File: src/rtl/pmod_uart_lite.sv
`default_nettype none
// ============================================================================
// Module   : pmod_uart_lite
// Brief    : AXI4-Lite 8N1 UART with RX/TX FIFOs, baud divisor and level IRQ.
//            Optional internal loopback enabled by macro PMOD_UART_LOOPBACK_EN.
// Revision : 1.0
// ============================================================================

module pmod_uart_lite_fifo #(
    parameter int DEPTH = 16
) (
    input  logic       clk,
    input  logic       rst_n,
    input  logic       push,
    input  logic [7:0] wdata,
    input  logic       pop,
    output logic [7:0] rdata,
    output logic       empty,
    output logic       full
);
    localparam int AW = $clog2(DEPTH);
    localparam logic [AW:0] PTR_ONE = {{AW{1'b0}}, 1'b1};

    logic [7:0]  mem [DEPTH];
    logic [AW:0] wr_ptr;
    logic [AW:0] rd_ptr;

    // Extra pointer MSB distinguishes full from empty when the indices match.
    assign empty = (wr_ptr == rd_ptr);
    assign full  = (wr_ptr[AW] != rd_ptr[AW]) && (wr_ptr[AW-1:0] == rd_ptr[AW-1:0]);
    assign rdata = mem[rd_ptr[AW-1:0]];

    always_ff @(posedge clk or negedge rst_n) begin
        if (!rst_n) begin
            wr_ptr <= '0;
            rd_ptr <= '0;
        end else begin
            if (push && !full) wr_ptr <= wr_ptr + PTR_ONE;
            if (pop && !empty) rd_ptr <= rd_ptr + PTR_ONE;
        end
    end

    always_ff @(posedge clk) begin
        if (push && !full) mem[wr_ptr[AW-1:0]] <= wdata;
    end
endmodule

module pmod_uart_lite #(
    parameter int DEFAULT_DIV = 868,
    parameter int RX_DEPTH    = 16,
    parameter int TX_DEPTH    = 16
) (
    input  logic        s_axi_aclk,
    input  logic        s_axi_aresetn,
    input  logic [3:0]  s_axi_awaddr,
    input  logic        s_axi_awvalid,
    output logic        s_axi_awready,
    input  logic [31:0] s_axi_wdata,
    input  logic [3:0]  s_axi_wstrb,
    input  logic        s_axi_wvalid,
    output logic        s_axi_wready,
    output logic [1:0]  s_axi_bresp,
    output logic        s_axi_bvalid,
    input  logic        s_axi_bready,
    input  logic [3:0]  s_axi_araddr,
    input  logic        s_axi_arvalid,
    output logic        s_axi_arready,
    output logic [31:0] s_axi_rdata,
    output logic [1:0]  s_axi_rresp,
    output logic        s_axi_rvalid,
    input  logic        s_axi_rready,
    output logic        uart_txd,
    input  logic        uart_rxd,
    output logic        uart_interrupt
);
    typedef enum logic [1:0] {
        ST_IDLE  = 2'd0,
        ST_START = 2'd1,
        ST_DATA  = 2'd2,
        ST_STOP  = 2'd3
    } uart_state_t;

    localparam logic [15:0] MIN_DIV   = 16'd16;
    localparam logic [15:0] RESET_DIV = 16'(DEFAULT_DIV);

    logic [15:0] divisor;
    logic        rx_ie, tx_ie, loopback, overrun;
    logic        wr_fire, rd_fire;
    logic [1:0]  wr_sel, rd_sel;
    logic [15:0] div_wr;
    logic [31:0] rd_mux;
    logic        unused_bits;

    logic       rx_empty, rx_full, rx_push, rx_pop;
    logic       tx_empty, tx_full, tx_push, tx_pop;
    logic [7:0] rx_dout, tx_dout;

    logic        tx_line, txd_next;
    uart_state_t tx_state, tx_next;
    logic [15:0] tx_cnt, tx_div;
    logic [7:0]  tx_shift;
    logic [2:0]  tx_bit;
    logic        tx_tick;

    logic [1:0]  rxd_sync;
    logic        rx_in, rx_prev;
    uart_state_t rx_state, rx_next;
    logic [15:0] rx_cnt, rx_div;
    logic [7:0]  rx_shift;
    logic [2:0]  rx_bit;
    logic        rx_tick;

    assign s_axi_wready = s_axi_awready;
    assign s_axi_bresp  = 2'b00;
    assign s_axi_rresp  = 2'b00;
    assign wr_fire = s_axi_awready & s_axi_awvalid & s_axi_wvalid;
    assign rd_fire = s_axi_arready & s_axi_arvalid;
    assign wr_sel  = s_axi_awaddr[3:2];
    assign rd_sel  = s_axi_araddr[3:2];

    always_ff @(posedge s_axi_aclk or negedge s_axi_aresetn) begin
        if (!s_axi_aresetn) begin
            s_axi_awready <= 1'b0;
            s_axi_bvalid  <= 1'b0;
            s_axi_arready <= 1'b0;
            s_axi_rvalid  <= 1'b0;
            s_axi_rdata   <= 32'h0;
        end else begin
            s_axi_awready <= s_axi_awvalid & s_axi_wvalid & ~s_axi_bvalid & ~s_axi_awready;
            if (wr_fire)           s_axi_bvalid <= 1'b1;
            else if (s_axi_bready) s_axi_bvalid <= 1'b0;
            s_axi_arready <= s_axi_arvalid & ~s_axi_rvalid & ~s_axi_arready;
            if (rd_fire) begin
                s_axi_rvalid <= 1'b1;
                s_axi_rdata  <= rd_mux;
            end else if (s_axi_rready) begin
                s_axi_rvalid <= 1'b0;
            end
        end
    end

    always_comb begin
        rd_mux = 32'h0;
        case (rd_sel)
            2'd0:    rd_mux = rx_empty ? 32'h0 : {24'h0, rx_dout};
            2'd2:    rd_mux = {27'h0, overrun, tx_full, tx_empty, rx_full, rx_empty};
            2'd3:    rd_mux = {13'h0, loopback, tx_ie, rx_ie, divisor};
            default: rd_mux = 32'h0;
        endcase
    end

    always_comb begin
        div_wr = divisor;
        if (s_axi_wstrb[0]) div_wr[7:0]  = s_axi_wdata[7:0];
        if (s_axi_wstrb[1]) div_wr[15:8] = s_axi_wdata[15:8];
    end

    assign tx_push = wr_fire && (wr_sel == 2'd1) && s_axi_wstrb[0];
    assign rx_pop  = rd_fire && (rd_sel == 2'd0);

    always_ff @(posedge s_axi_aclk or negedge s_axi_aresetn) begin
        if (!s_axi_aresetn) begin
            divisor        <= RESET_DIV;
            rx_ie          <= 1'b0;
            tx_ie          <= 1'b0;
            overrun        <= 1'b0;
            uart_interrupt <= 1'b0;
        end else begin
            if (wr_fire && wr_sel == 2'd3) begin
                divisor <= (div_wr < MIN_DIV) ? MIN_DIV : div_wr;
                if (s_axi_wstrb[2]) begin
                    rx_ie <= s_axi_wdata[16];
                    tx_ie <= s_axi_wdata[17];
                end
            end
            // A new overrun wins over a simultaneous clearing STATUS read.
            if (rx_push && rx_full)                   overrun <= 1'b1;
            else if (rd_fire && rd_sel == 2'd2)       overrun <= 1'b0;
            uart_interrupt <= (rx_ie & ~rx_empty) | (tx_ie & tx_empty) | overrun;
        end
    end

`ifdef PMOD_UART_LOOPBACK_EN
    always_ff @(posedge s_axi_aclk or negedge s_axi_aresetn) begin
        if (!s_axi_aresetn)                                   loopback <= 1'b0;
        else if (wr_fire && wr_sel == 2'd3 && s_axi_wstrb[2]) loopback <= s_axi_wdata[18];
    end
    assign rx_in       = loopback ? tx_line : rxd_sync[1];
    assign txd_next    = loopback ? 1'b1 : tx_line;
    assign unused_bits = ^{s_axi_awaddr[1:0], s_axi_araddr[1:0], s_axi_wdata[31:19], s_axi_wstrb[3]};
`else
    assign loopback    = 1'b0;
    assign rx_in       = rxd_sync[1];
    assign txd_next    = tx_line;
    assign unused_bits = ^{s_axi_awaddr[1:0], s_axi_araddr[1:0], s_axi_wdata[31:18], s_axi_wstrb[3]};
`endif

    pmod_uart_lite_fifo #(.DEPTH(TX_DEPTH)) u_tx_fifo (
        .clk(s_axi_aclk), .rst_n(s_axi_aresetn), .push(tx_push), .wdata(s_axi_wdata[7:0]),
        .pop(tx_pop), .rdata(tx_dout), .empty(tx_empty), .full(tx_full)
    );

    pmod_uart_lite_fifo #(.DEPTH(RX_DEPTH)) u_rx_fifo (
        .clk(s_axi_aclk), .rst_n(s_axi_aresetn), .push(rx_push), .wdata(rx_shift),
        .pop(rx_pop), .rdata(rx_dout), .empty(rx_empty), .full(rx_full)
    );

    assign tx_line = (tx_state == ST_START) ? 1'b0 : (tx_state == ST_DATA) ? tx_shift[0] : 1'b1;
    assign tx_tick = (tx_cnt == tx_div - 16'd1);

    always_comb begin
        tx_next = tx_state;
        tx_pop  = 1'b0;
        case (tx_state)
            ST_IDLE: begin
                if (!tx_empty) begin
                    tx_pop  = 1'b1;
                    tx_next = ST_START;
                end
            end
            ST_START: if (tx_tick) tx_next = ST_DATA;
            ST_DATA:  if (tx_tick && tx_bit == 3'd7) tx_next = ST_STOP;
            ST_STOP:  if (tx_tick) tx_next = ST_IDLE;
            default:  tx_next = ST_IDLE;
        endcase
    end

    // Divisor is captured only when a frame starts, so mid-frame CTRL writes are deferred.
    always_ff @(posedge s_axi_aclk or negedge s_axi_aresetn) begin
        if (!s_axi_aresetn) begin
            tx_state <= ST_IDLE;
            tx_cnt   <= 16'h0;
            tx_div   <= RESET_DIV;
            tx_shift <= 8'h0;
            tx_bit   <= 3'd0;
            uart_txd <= 1'b1;
        end else begin
            tx_state <= tx_next;
            uart_txd <= txd_next;
            if (tx_state == ST_IDLE) begin
                tx_cnt <= 16'h0;
                tx_bit <= 3'd0;
                if (tx_pop) begin
                    tx_shift <= tx_dout;
                    tx_div   <= divisor;
                end
            end else begin
                tx_cnt <= tx_tick ? 16'h0 : tx_cnt + 16'd1;
                if (tx_state == ST_DATA && tx_tick) begin
                    tx_shift <= {1'b0, tx_shift[7:1]};
                    tx_bit   <= tx_bit + 3'd1;
                end
            end
        end
    end

    assign rx_tick = (rx_cnt == rx_div - 16'd1);

    always_comb begin
        rx_next = rx_state;
        rx_push = 1'b0;
        case (rx_state)
            ST_IDLE:  if (rx_prev && !rx_in) rx_next = ST_START;
            ST_START: if (rx_cnt == {1'b0, rx_div[15:1]}) rx_next = rx_in ? ST_IDLE : ST_DATA;
            ST_DATA:  if (rx_tick && rx_bit == 3'd7) rx_next = ST_STOP;
            ST_STOP: begin
                if (rx_tick) begin
                    rx_next = ST_IDLE;
                    rx_push = rx_in;
                end
            end
            default:  rx_next = ST_IDLE;
        endcase
    end

    always_ff @(posedge s_axi_aclk or negedge s_axi_aresetn) begin
        if (!s_axi_aresetn) begin
            rxd_sync <= 2'b11;
            rx_prev  <= 1'b1;
            rx_state <= ST_IDLE;
            rx_cnt   <= 16'h0;
            rx_div   <= RESET_DIV;
            rx_shift <= 8'h0;
            rx_bit   <= 3'd0;
        end else begin
            rxd_sync <= {rxd_sync[0], uart_rxd};
            rx_prev  <= rx_in;
            rx_state <= rx_next;
            case (rx_state)
                ST_IDLE: begin
                    rx_cnt <= 16'h0;
                    rx_bit <= 3'd0;
                    rx_div <= divisor;
                end
                ST_START: rx_cnt <= (rx_next == ST_DATA) ? 16'h0 : rx_cnt + 16'd1;
                ST_DATA: begin
                    if (rx_tick) begin
                        rx_cnt   <= 16'h0;
                        rx_shift <= {rx_in, rx_shift[7:1]};
                        rx_bit   <= rx_bit + 3'd1;
                    end else begin
                        rx_cnt <= rx_cnt + 16'd1;
                    end
                end
                default: rx_cnt <= rx_cnt + 16'd1;
            endcase
        end
    end
endmodule

`default_nettype wire
File: config.mk
export PLATFORM = sky130hd
export DESIGN_NAME = pmod_uart_lite
export DESIGN_NICKNAME = d
export VERILOG_FILES = /design/src/rtl/pmod_uart_lite.sv
export SDC_FILE = /design/constraint.sdc
export NUM_CORES = 1
export LEC_CHECK = 0
export BUFFER_PORTS_ARGS = -buffer_cell sky130_fd_sc_hd__buf_2
export CELL_PAD_IN_SITES_DETAIL_PLACEMENT = 0
export CELL_PAD_IN_SITES_GLOBAL_PLACEMENT = 1
export CORE_UTILIZATION = 40
export CTS_CLUSTER_DIAMETER = 120
export DETAILED_ROUTE_END_ITERATION = 7
export HOLD_SLACK_MARGIN = 0.06
export PLACE_DENSITY_LB_ADDON = 0.15
export SYNTH_ARGS = -nofsm -noshare
export SYNTH_HDL_FRONTEND = slang
export SYNTH_SLANG_ARGS = --single-unit
File: constraint.sdc
create_clock -name s_axi_aclk -period 3.2 [get_ports s_axi_aclk]
set_input_delay 0.64 -clock s_axi_aclk [delete_from_list [all_inputs] [get_ports s_axi_aclk]]
set_output_delay 0.64 -clock s_axi_aclk [all_outputs]
set_load 0.05 [all_outputs]
==> results list, run 1 <==
* Run status: finished, final reports clean
* Buffers from clock root to sink, at most: 3
- The initial antenna violation count was 0.
- The worst setup path is captured at a flop.
* Number of I/O port buffers: 57
* H-tree depth reported by CTS: 2
* Final critical delay including setup and external delays: 3.049 ns
- Setup-failing EPs final: 0
- The detail route stage leaves a number of antenna-violating nets equal to 0.
- Worst hold stages: 1
- During synthesis, Yosys emitted a total of 0 warnings.
- The worst pin sits at a relative slew slack of 0.3978.
- Combinational fraction of design power: 0.151
- The number of different library cells used by synthesis comes to 77.
- Standard cell core area: 45380 sq um
* Total gr overflow: 0
- Placed wire-length estimate after detailed placement: 28100 um
* Kind of start point of the critical path: flop
* WS Path Type: flop to flop
- The min-delay analysis places its worst path in the category input port to flop.
- Final clock period utilization by the worst path: 0.9529
- For the pin with the worst max-slew slack, the measured transition is 0.9011 ns.
* Later-pin clock latency in the skew report: 0.57 ns
- The final layout contains 1415 nets.
- For this run, the total global-route usage over all layers was measured as 0.1831.
- The total count of hold-check failures in the final report came to 0.
- Number of maximum-capacitance constraint violations: 0
- The cell count after synthesis came out at 1234.
- The repair_antennas step left the layout with diodes totalling 0.
- Of the total power, the clock network draws 0.387.
- Vert. Die Dim: 216.7 um
- Worst-path maximum fanout: 6
* Clock buffer count from CTS: 45
* Delay of the slowest cell on the worst path: 0.56 ns
* Critical-path top delay cell: sky130_fd_sc_hd__or4_4
- Async set or reset register ratio after synthesis: 0.3786
* Number of pins with negative max-slew slack in the final report: 0
* Ys flop type: sky130_fd_sc_hd__edfxtp_1
- Per-cell routed wire length: 21.06 um
- For this configuration, the core starts out at a cell density of 0.4062.
* Horizontal extent of the die: 216.7 um
- Routed via count: 10.40k
- Routability-driven placement finished with a final weighted congestion of 0.7930.
- Power spent charging and discharging nets: 3.617 mW
- VDD sags by at most 0.3860 mV.
- Crit path required time: 3.48 ns
* Fraction of final layout cells with drive strength greater than 1: 0.2742
- Sum of routed wire length over all layers: 41600 um
- Worst Clk Skew: 0.01489 ns
* First-pass GRT wire length: 65360 um
- Counting tap cells, the placed design contains a total of 1888 instances.
- Counting cells, the worst reg-to-reg path comes to 9.
* Power per standard cell area: 631.5 nW/um^2
- Relative to the synthesized area, the layout overhead comes to 16.22%.
- For the worst setup path, the data arrival time is 3.33 ns.
- Placed inst area: 19780 sq um
* Number of rows created at floorplan: 78
- Total I/O pin count: 95
* Cell internal pwr: 9.913 mW
* Count of flip-flops with a built-in enable after synthesis: 256
* Share of the core filled with cells in the final layout: 0.4721
* Top achievable clock speed: 0.3280 GHz
* CTS tree: done
* Number of optimization iterations in the first detailed-route pass: 5
- Die Footprint: 46950 sq um
- Of the synthesized area, sequential elements account for 0.6300.
- Worst path cell trace: nor4_4 > nand4_2 > or4_4 > a32oi_4 > nand3_4 > nor4_4 > buf_4 > and2_1 > buf_4
* Via count normalized by instance count: 5.264
* Vias in the first global route: 10.73k
- Cell Count, Final, Fillers Out: 1975
- Dividing the synthesized area by the synthesized cell count gives 14.94 sq um.
- CTS placed an instance of sky130_fd_sc_hd__clkbuf_16 at the clock tree root.
- Cell area after layout: 21430 sq um
- Part of the total power dissipated in sequential elements: 0.462
- Switching share of total power: 0.2674
* Number of DRC violations after detailed routing: 0
- P_leak: 8.327 nW
- Synthesis inferred 412 register bits.
- Post-synthesis instance area: 18440 sq um
- The clock drives 412 sinks.
- Register clock-pin slew on the reported worst setup and hold paths: 0.06 ns
- For this block, the initial DRC count from the detailed router was 620.
- Pin count of the biggest net entering global routing: 62
[worst max-delay path: cells and delay by family (launching register included)]
kind | cells | cell delay (ns)
and+or+nand+nor | 6 | 1.75
DFF | 1 | 0.41
buffers and inverters | 2 | 0.33
AOI/OAI and AO/OA | 1 | 0.26
[synthesized netlist by cell type, types with 10 or more instances]
| master | count | area (sq um) |
|---|---|---|
| sky130_fd_sc_hd__nor3_1 | 20 | 100.1 |
| sky130_fd_sc_hd__a22o_1 | 14 | 122.6 |
| sky130_fd_sc_hd__nor2_1 | 69 | 259.0 |
| sky130_fd_sc_hd__buf_4 | 21 | 157.7 |
| sky130_fd_sc_hd__and2_1 | 22 | 137.6 |
| sky130_fd_sc_hd__xor2_1 | 59 | 516.8 |
| sky130_fd_sc_hd__mux4_2 | 80 | 1802 |
| sky130_fd_sc_hd__nand2b_1 | 16 | 100.1 |
| sky130_fd_sc_hd__nor4_1 | 18 | 112.6 |
| sky130_fd_sc_hd__nand4_1 | 15 | 93.84 |
| sky130_fd_sc_hd__and3_1 | 27 | 168.9 |
| sky130_fd_sc_hd__nand3_1 | 28 | 140.1 |
| sky130_fd_sc_hd__mux2_2 | 41 | 461.7 |
| sky130_fd_sc_hd__nand2_1 | 66 | 247.7 |
| sky130_fd_sc_hd__o21ai_0 | 28 | 140.1 |
| sky130_fd_sc_hd__a21oi_1 | 21 | 105.1 |
| sky130_fd_sc_hd__ha_1 | 22 | 275.3 |
| sky130_fd_sc_hd__xnor2_1 | 46 | 402.9 |
| sky130_fd_sc_hd__dfstp_2 | 19 | 499.2 |
| sky130_fd_sc_hd__mux2i_1 | 17 | 170.2 |
| sky130_fd_sc_hd__edfxtp_1 | 256 | 7687 |
| sky130_fd_sc_hd__inv_1 | 23 | 86.33 |
| sky130_fd_sc_hd__dfrtp_1 | 137 | 3428 |
| sky130_fd_sc_hd__buf_1 | 10 | 37.54 |
| sky130_fd_sc_hd__clkbuf_1 | 44 | 165.2 |
[power groups by stage]
stage / Clock [mW] / Sequential [mW] / Combinational [mW]
5_1_grt: 5.56 / 6.29 / 2.26
4_1_cts: 5.38 / 6.25 / 1.98
2_1_floorplan: 0 / 6.28 / 1.36
3_5_place_dp: 0 / 6.36 / 1.94
3_3_place_gp: 0 / 6.35 / 1.93
6_report: 5.23 / 6.25 / 2.05
[path summary, 6_finish.rpt]
path,end,slack [ns],start
worst min-delay path,rxd_sync[0]$_DFF_PN1_,0.18,uart_rxd
worst max register to register,u_rx_fifo.mem[3][6]$_DFFE_PP_,0.15,rx_div[4]$_DFFE_PN0P_
min in group asynchronous,s_axi_rvalid$_DFFE_PN0P_,0.59,s_axi_aresetn
max in group asynchronous,rx_prev$_DFF_PN1_,1.81,s_axi_aresetn
worst min register to register,rxd_sync[1]$_DFF_PN1_,0.36,rxd_sync[0]$_DFF_PN1_
worst max-delay path,u_rx_fifo.mem[3][6]$_DFFE_PP_,0.15,rx_div[4]$_DFFE_PN0P_
[cell families (layout without fill, tap and decap cells)]
family,Yosys count,count (layout),synth area share
AOI/OAI and AO/OA,110,110,0.04120
adders and majority gates,22,22,0.01493
DFF,412,412,0.6300
muxes,147,147,0.1393
xor gates and xnor gates,105,105,0.04989
other,1,18,0.0002034
buffers and inverters,105,229,0.02681
and+or+nand+nor,332,332,0.09760
[final cells by class]
type / count / area, sq um
fill: 3983 / 23960
sequential: 412 / 11620
multi-input combinational: 734 / 6514
clock buffer: 58 / 1205
timing repair buffer: 125 / 984.7
tap: 600 / 750.7
clock inverter: 23 / 267.8
inverter: 23 / 86.33
[timing repair]
action                                 4_1_cts  5_1_grt
cloned                                       0        1
endpoints found under the hold margin       37        0
resized for setup                            1       26
buffers inserted                             1        3
hold buffers                                 1        0
pin swaps                                    1        7
setup endpoints to repair                   16      155
[metal layers]
metal / global-route usage / up-vias / routed length, um
met5: 0 / - / 0
met4: 0.05164 / 0 / 862
met3: 0.03818 / 49 / 1766
met2: 0.2828 / 187 / 19210
met1: 0.2613 / 5326 / 19760
li1: - / 4835 / -
[through the flow]
| stage | TNS [ns] | power [mW] | setup WS (ns) | hold slack [ns] |
|---|---|---|---|---|
| final | 0 | 13.53 | 0.1508 | 0.1764 |
| after global placement | -0.01154 | 8.281 | -0.002145 | 0.3456 |
| after detailed placement | 0 | 8.301 | 0.02282 | 0.3535 |
| after global routing | -0.04845 | 14.11 | -0.01112 | 0.1431 |
| after floorplan | 0 | 7.642 | 0.02840 | 0.3444 |
| after CTS | 0 | 13.61 | 0.0008924 | 0.1369 |
[sequential cells by signal (all words and copies together) (netlist names), 2 cells and up]
| name | count |
|---|---|
| u_tx_fifo.rd_ptr | 5 |
| s_axi_rdata | 18 |
| tx_bit | 3 |
| u_tx_fifo.mem | 128 |
| rx_bit | 3 |
| u_rx_fifo.wr_ptr | 5 |
| rx_shift | 8 |
| u_rx_fifo.rd_ptr | 5 |
| rx_div | 16 |
| rx_state | 2 |
| divisor | 16 |
| tx_cnt | 16 |
| u_rx_fifo.mem | 128 |
| u_tx_fifo.wr_ptr | 5 |
| tx_shift | 8 |
| tx_div | 16 |
| rxd_sync | 2 |
| tx_state | 2 |
| rx_cnt | 16 |
[cell usage in the layout, fill, tap and decap left out, drive strengths merged, types with 28 or more instances in the layout]
cell | synthesis | routed
edfxtp | 256 | 256
xnor2 | 46 | 46
dfrtp | 137 | 137
o21ai | 28 | 28
mux4 | 80 | 80
xor2 | 59 | 59
nand2 | 66 | 66
nand3 | 29 | 29
nor2 | 70 | 70
mux2 | 50 | 50
clkbuf | 46 | 58
buf | 36 | 124
No activity file was read; power rests on OpenSTA's default activity.
==> run 2: changes to the inputs <==
- CORE_UTILIZATION: 40 -> 35
- REMOVE_ABC_BUFFERS: unset -> 1
==> results list, run 2 (same netlist as run 1, synthesis figures left out) <==
- Run status: finished, final reports clean (unchanged)
* Die Footprint: 53590 sq um (was 46950 sq um)
- The utilization after layout came to 0.4153 (was 0.4721).
- Placed inst area: 19910 sq um (was 19780 sq um)
- The number of vias per cell after detailed routing came to 5.014 (was 5.264).
- Placed wire-length estimate after detailed placement: 28370 um (was 28100 um)
- The area of the placeable core was 51720 sq um (was 45380 sq um).
- Post-route antenna net violation count: 0 (unchanged)
- The top layer reached by signal wires is met5 (was met4).
- Combinational fraction of design power: 0.147 (was 0.151)
- The port buffer count came to 57 (unchanged).
- Cell area after layout: 21480 sq um (was 21430 sq um)
- The proportion of power drawn by the clock network is 0.389 (was 0.387).
* Most frequent cells in the layout: sky130_fd_sc_hd__edfxtp_1, sky130_fd_sc_hd__dfrtp_1, sky130_fd_sc_hd__mux4_2 (unchanged)
- Setup-failing EPs final: 0 (unchanged)
* Clock tree root buffer cell: sky130_fd_sc_hd__clkbuf_16 (unchanged)
* Worst-path maximum fanout: 8 (was 6)
- Most common cell after layout, fill and taps aside: sky130_fd_sc_hd__edfxtp_1 (unchanged)
- The type of origin of the critical path was a flop (unchanged).
* Final number of hold-violating endpoints: 0 (unchanged)
- The switching part of the total came to 0.2697 (was 0.2674).
* Layout Nets: 1407 (was 1415)
- Post-CTS repair timing setup buffer count: 0 (was 1)
* Final clock period utilization by the worst path: 0.9487 (was 0.9529)
- The remaining max-slew budget at the tightest pin is 0.3981 (was 0.3978).
- Tightest Hold Check Type: input port to async pin (was input port to flop)
- Number of maximum-capacitance constraint violations: 0 (unchanged)
- The kind of capture point of the worst setup path is a flop (unchanged).
- The maximum buffer depth of the clock tree came to 3 (unchanged).
* Pre-CTS worst setup slack: 0.06364 ns (was 0.02282 ns)
- The y dimension of the die came to 231.5 um (was 216.7 um).
- Measured slew at the worst slew-check pin: 0.9006 ns (was 0.9011 ns)
* Worst setup margin: 0.1641 ns (was 0.1508 ns)
* Number of pins with negative max-slew slack in the final report: 0 (unchanged)
- The total clock sinks was 412 (unchanged).
- The number of hold-repair buffers added at the cts stage is 0 (was 1).
* Clock buffer count from CTS: 46 (was 45)
* Initial core utilization: 0.3565 (was 0.4062)
* P_leak: 8.318 nW (was 8.327 nW)
- Power per standard cell area: 627.7 nW/um^2 (was 631.5 nW/um^2)
- Routed via count: 10.27k (was 10.40k)
- Number of DRC violations after detailed-routing iteration 0: 696 (was 620)
- Data arrival time of the worst path: 3.32 ns (was 3.33 ns)
* Part of the total power dissipated in sequential elements: 0.464 (was 0.462)
* WS Path Type: flop to flop (unchanged)
- Register clock-pin slew on the reported worst setup and hold paths: 0.06 ns (about the same)
* Total I/O pin count: 95 (unchanged)
- The via count of the first global-routing pass came to 10.68k (was 10.73k).
* Number of antenna violations at the first check in global routing: 1 (was 0)
- Number of diodes added for antenna fixing: 0 (unchanged)
* First-pass GRT wire length: 65960 um (was 65360 um)
- Total length of routed met3 wires: 1638 um (was 1766 um)
- Top achievable clock speed: 0.3294 GHz (was 0.3280 GHz)
- Routability Congestion: 0.7448 (was 0.7930)
- H-tree depth reported by CTS: 2 (unchanged)
- Setup repair after global routing left no endpoint under its margin.
- The die outline width was 231.5 um (was 216.7 um).
- The TritonCTS clock tree is done (unchanged).
* Number of rows created at floorplan: 83 (was 78)
- The sum of routed wire length over all layers is 42040 um (was 41600 um).
- The detailed-routed wire length on met2 is 19600 um (was 19210 um).
* Number of DRC violations after detailed routing: 0 (unchanged)
- The aggregate global routing overflow was 0 (unchanged).
- Post-cts repair resize count: 0 (was 1)
* Pin count of the biggest net entering global routing: 64 (was 62)
- The switching power is 3.636 mW (was 3.617 mW).
- The final clock skew is 0.01209 ns (was 0.01489 ns).
- The final critical path time including I/O delays and setup was 3.036 ns (was 3.049 ns).
- The latest clock arrival within the worst-skew pair is 0.58 ns (was 0.57 ns).
- The internal power of the cells came to 9.845 mW (was 9.913 mW).
- Total GRT Usage: 0.1627 (was 0.1831)
* Met1 wire length: 19890 um (was 19760 um)
- Fraction of final layout cells with drive strength greater than 1: 0.2644 (was 0.2742)
* Crit path required time: 3.49 ns (was 3.48 ns)
* Per-cell routed wire length: 20.52 um (was 21.06 um)
* Worst voltage drop across the vdd grid: 0.4321 mV (was 0.3860 mV)
* Number of optimization iterations in the first detailed-route pass: 4 (was 5)
* Area overhead of the layout relative to synthesis: 16.49% (was 16.22%)
[run 2: layout make-up]
cell class	count	area [sq um]
multi-input combinational	734	6446
sequential	412	11620
tap	680	850.8
timing repair buffer	116	963.4
fill	4751	30240
inverter	23	86.33
clock inverter	21	203.9
clock buffer	63	1308
[run 2: power groups by stage]
stage               logic, mW  clock network [mW]  registers (mW)
floorplan                1.13                   0            6.44
global placement         1.94                   0            6.36
detailed placement       1.95                   0            6.36
CTS                      1.96                5.43            6.25
global route             2.21                5.62            6.30
finish                   1.98                5.25            6.25
[run 2: path summary, 6_finish.rpt]
| check | startpoint | endpoint | slack, ns | cells past startpoint |
|---|---|---|---|---|
| hold reg to reg | rxd_sync[0]$_DFF_PN1_ | rxd_sync[1]$_DFF_PN1_ | 0.36 | 0 |
| hold / removal | s_axi_aresetn | rx_shift[1]$_DFFE_PN0P_ | 0.05 | 1 |
| setup reg to reg | rx_div[1]$_DFFE_PN0P_ | u_rx_fifo.mem[7][7]$_DFFE_PP_ | 0.16 | 12 |
| setup / recovery | rx_div[1]$_DFFE_PN0P_ | u_rx_fifo.mem[7][7]$_DFFE_PP_ | 0.16 | 12 |
| max in group asynchronous | s_axi_aresetn | tx_div[9]$_DFFE_PN1P_ | 2.32 | 2 |
| min in group s_axi_aclk | uart_rxd | rxd_sync[0]$_DFF_PN1_ | 0.16 | 1 |
[run 2: per-layer routing]
layer / up-vias / global-route usage
li1: 4824 / -
met4: 2 / 0.05070
met3: 52 / 0.02744
met1: 5224 / 0.2301
met2: 171 / 0.2549
met5: - / 0
[run 2: critical path, stage by stage, from the launching register on]
cell and delay (ns):
sky130_fd_sc_hd__dfrtp_1 0.39, sky130_fd_sc_hd__inv_1 0.08, sky130_fd_sc_hd__ha_1 0.20, sky130_fd_sc_hd__or3b_4 0.42, sky130_fd_sc_hd__nor4_1 0.27, sky130_fd_sc_hd__a31oi_1 0.07, sky130_fd_sc_hd__o21ai_1 0.13, sky130_fd_sc_hd__and4_2 0.28
sky130_fd_sc_hd__nand3_4 0.13, sky130_fd_sc_hd__nor4_2 0.26, sky130_fd_sc_hd__buf_4 0.18, sky130_fd_sc_hd__and2_1 0.17, sky130_fd_sc_hd__buf_12 0.14
[run 2: stage by stage]
step	total power, mW	std cells	setup TNS, ns	hold slack [ns]
6_report	13.48	2049	0	0.05131
2_1_floorplan	7.570	1169	-5.638	0.3444
4_1_cts	13.64	2049	0	0.06096
5_1_grt	14.13	2049	0	0.08626
3_5_place_dp	8.308	1965	0	0.3478
3_3_place_gp	8.299	1965	0	0.3470
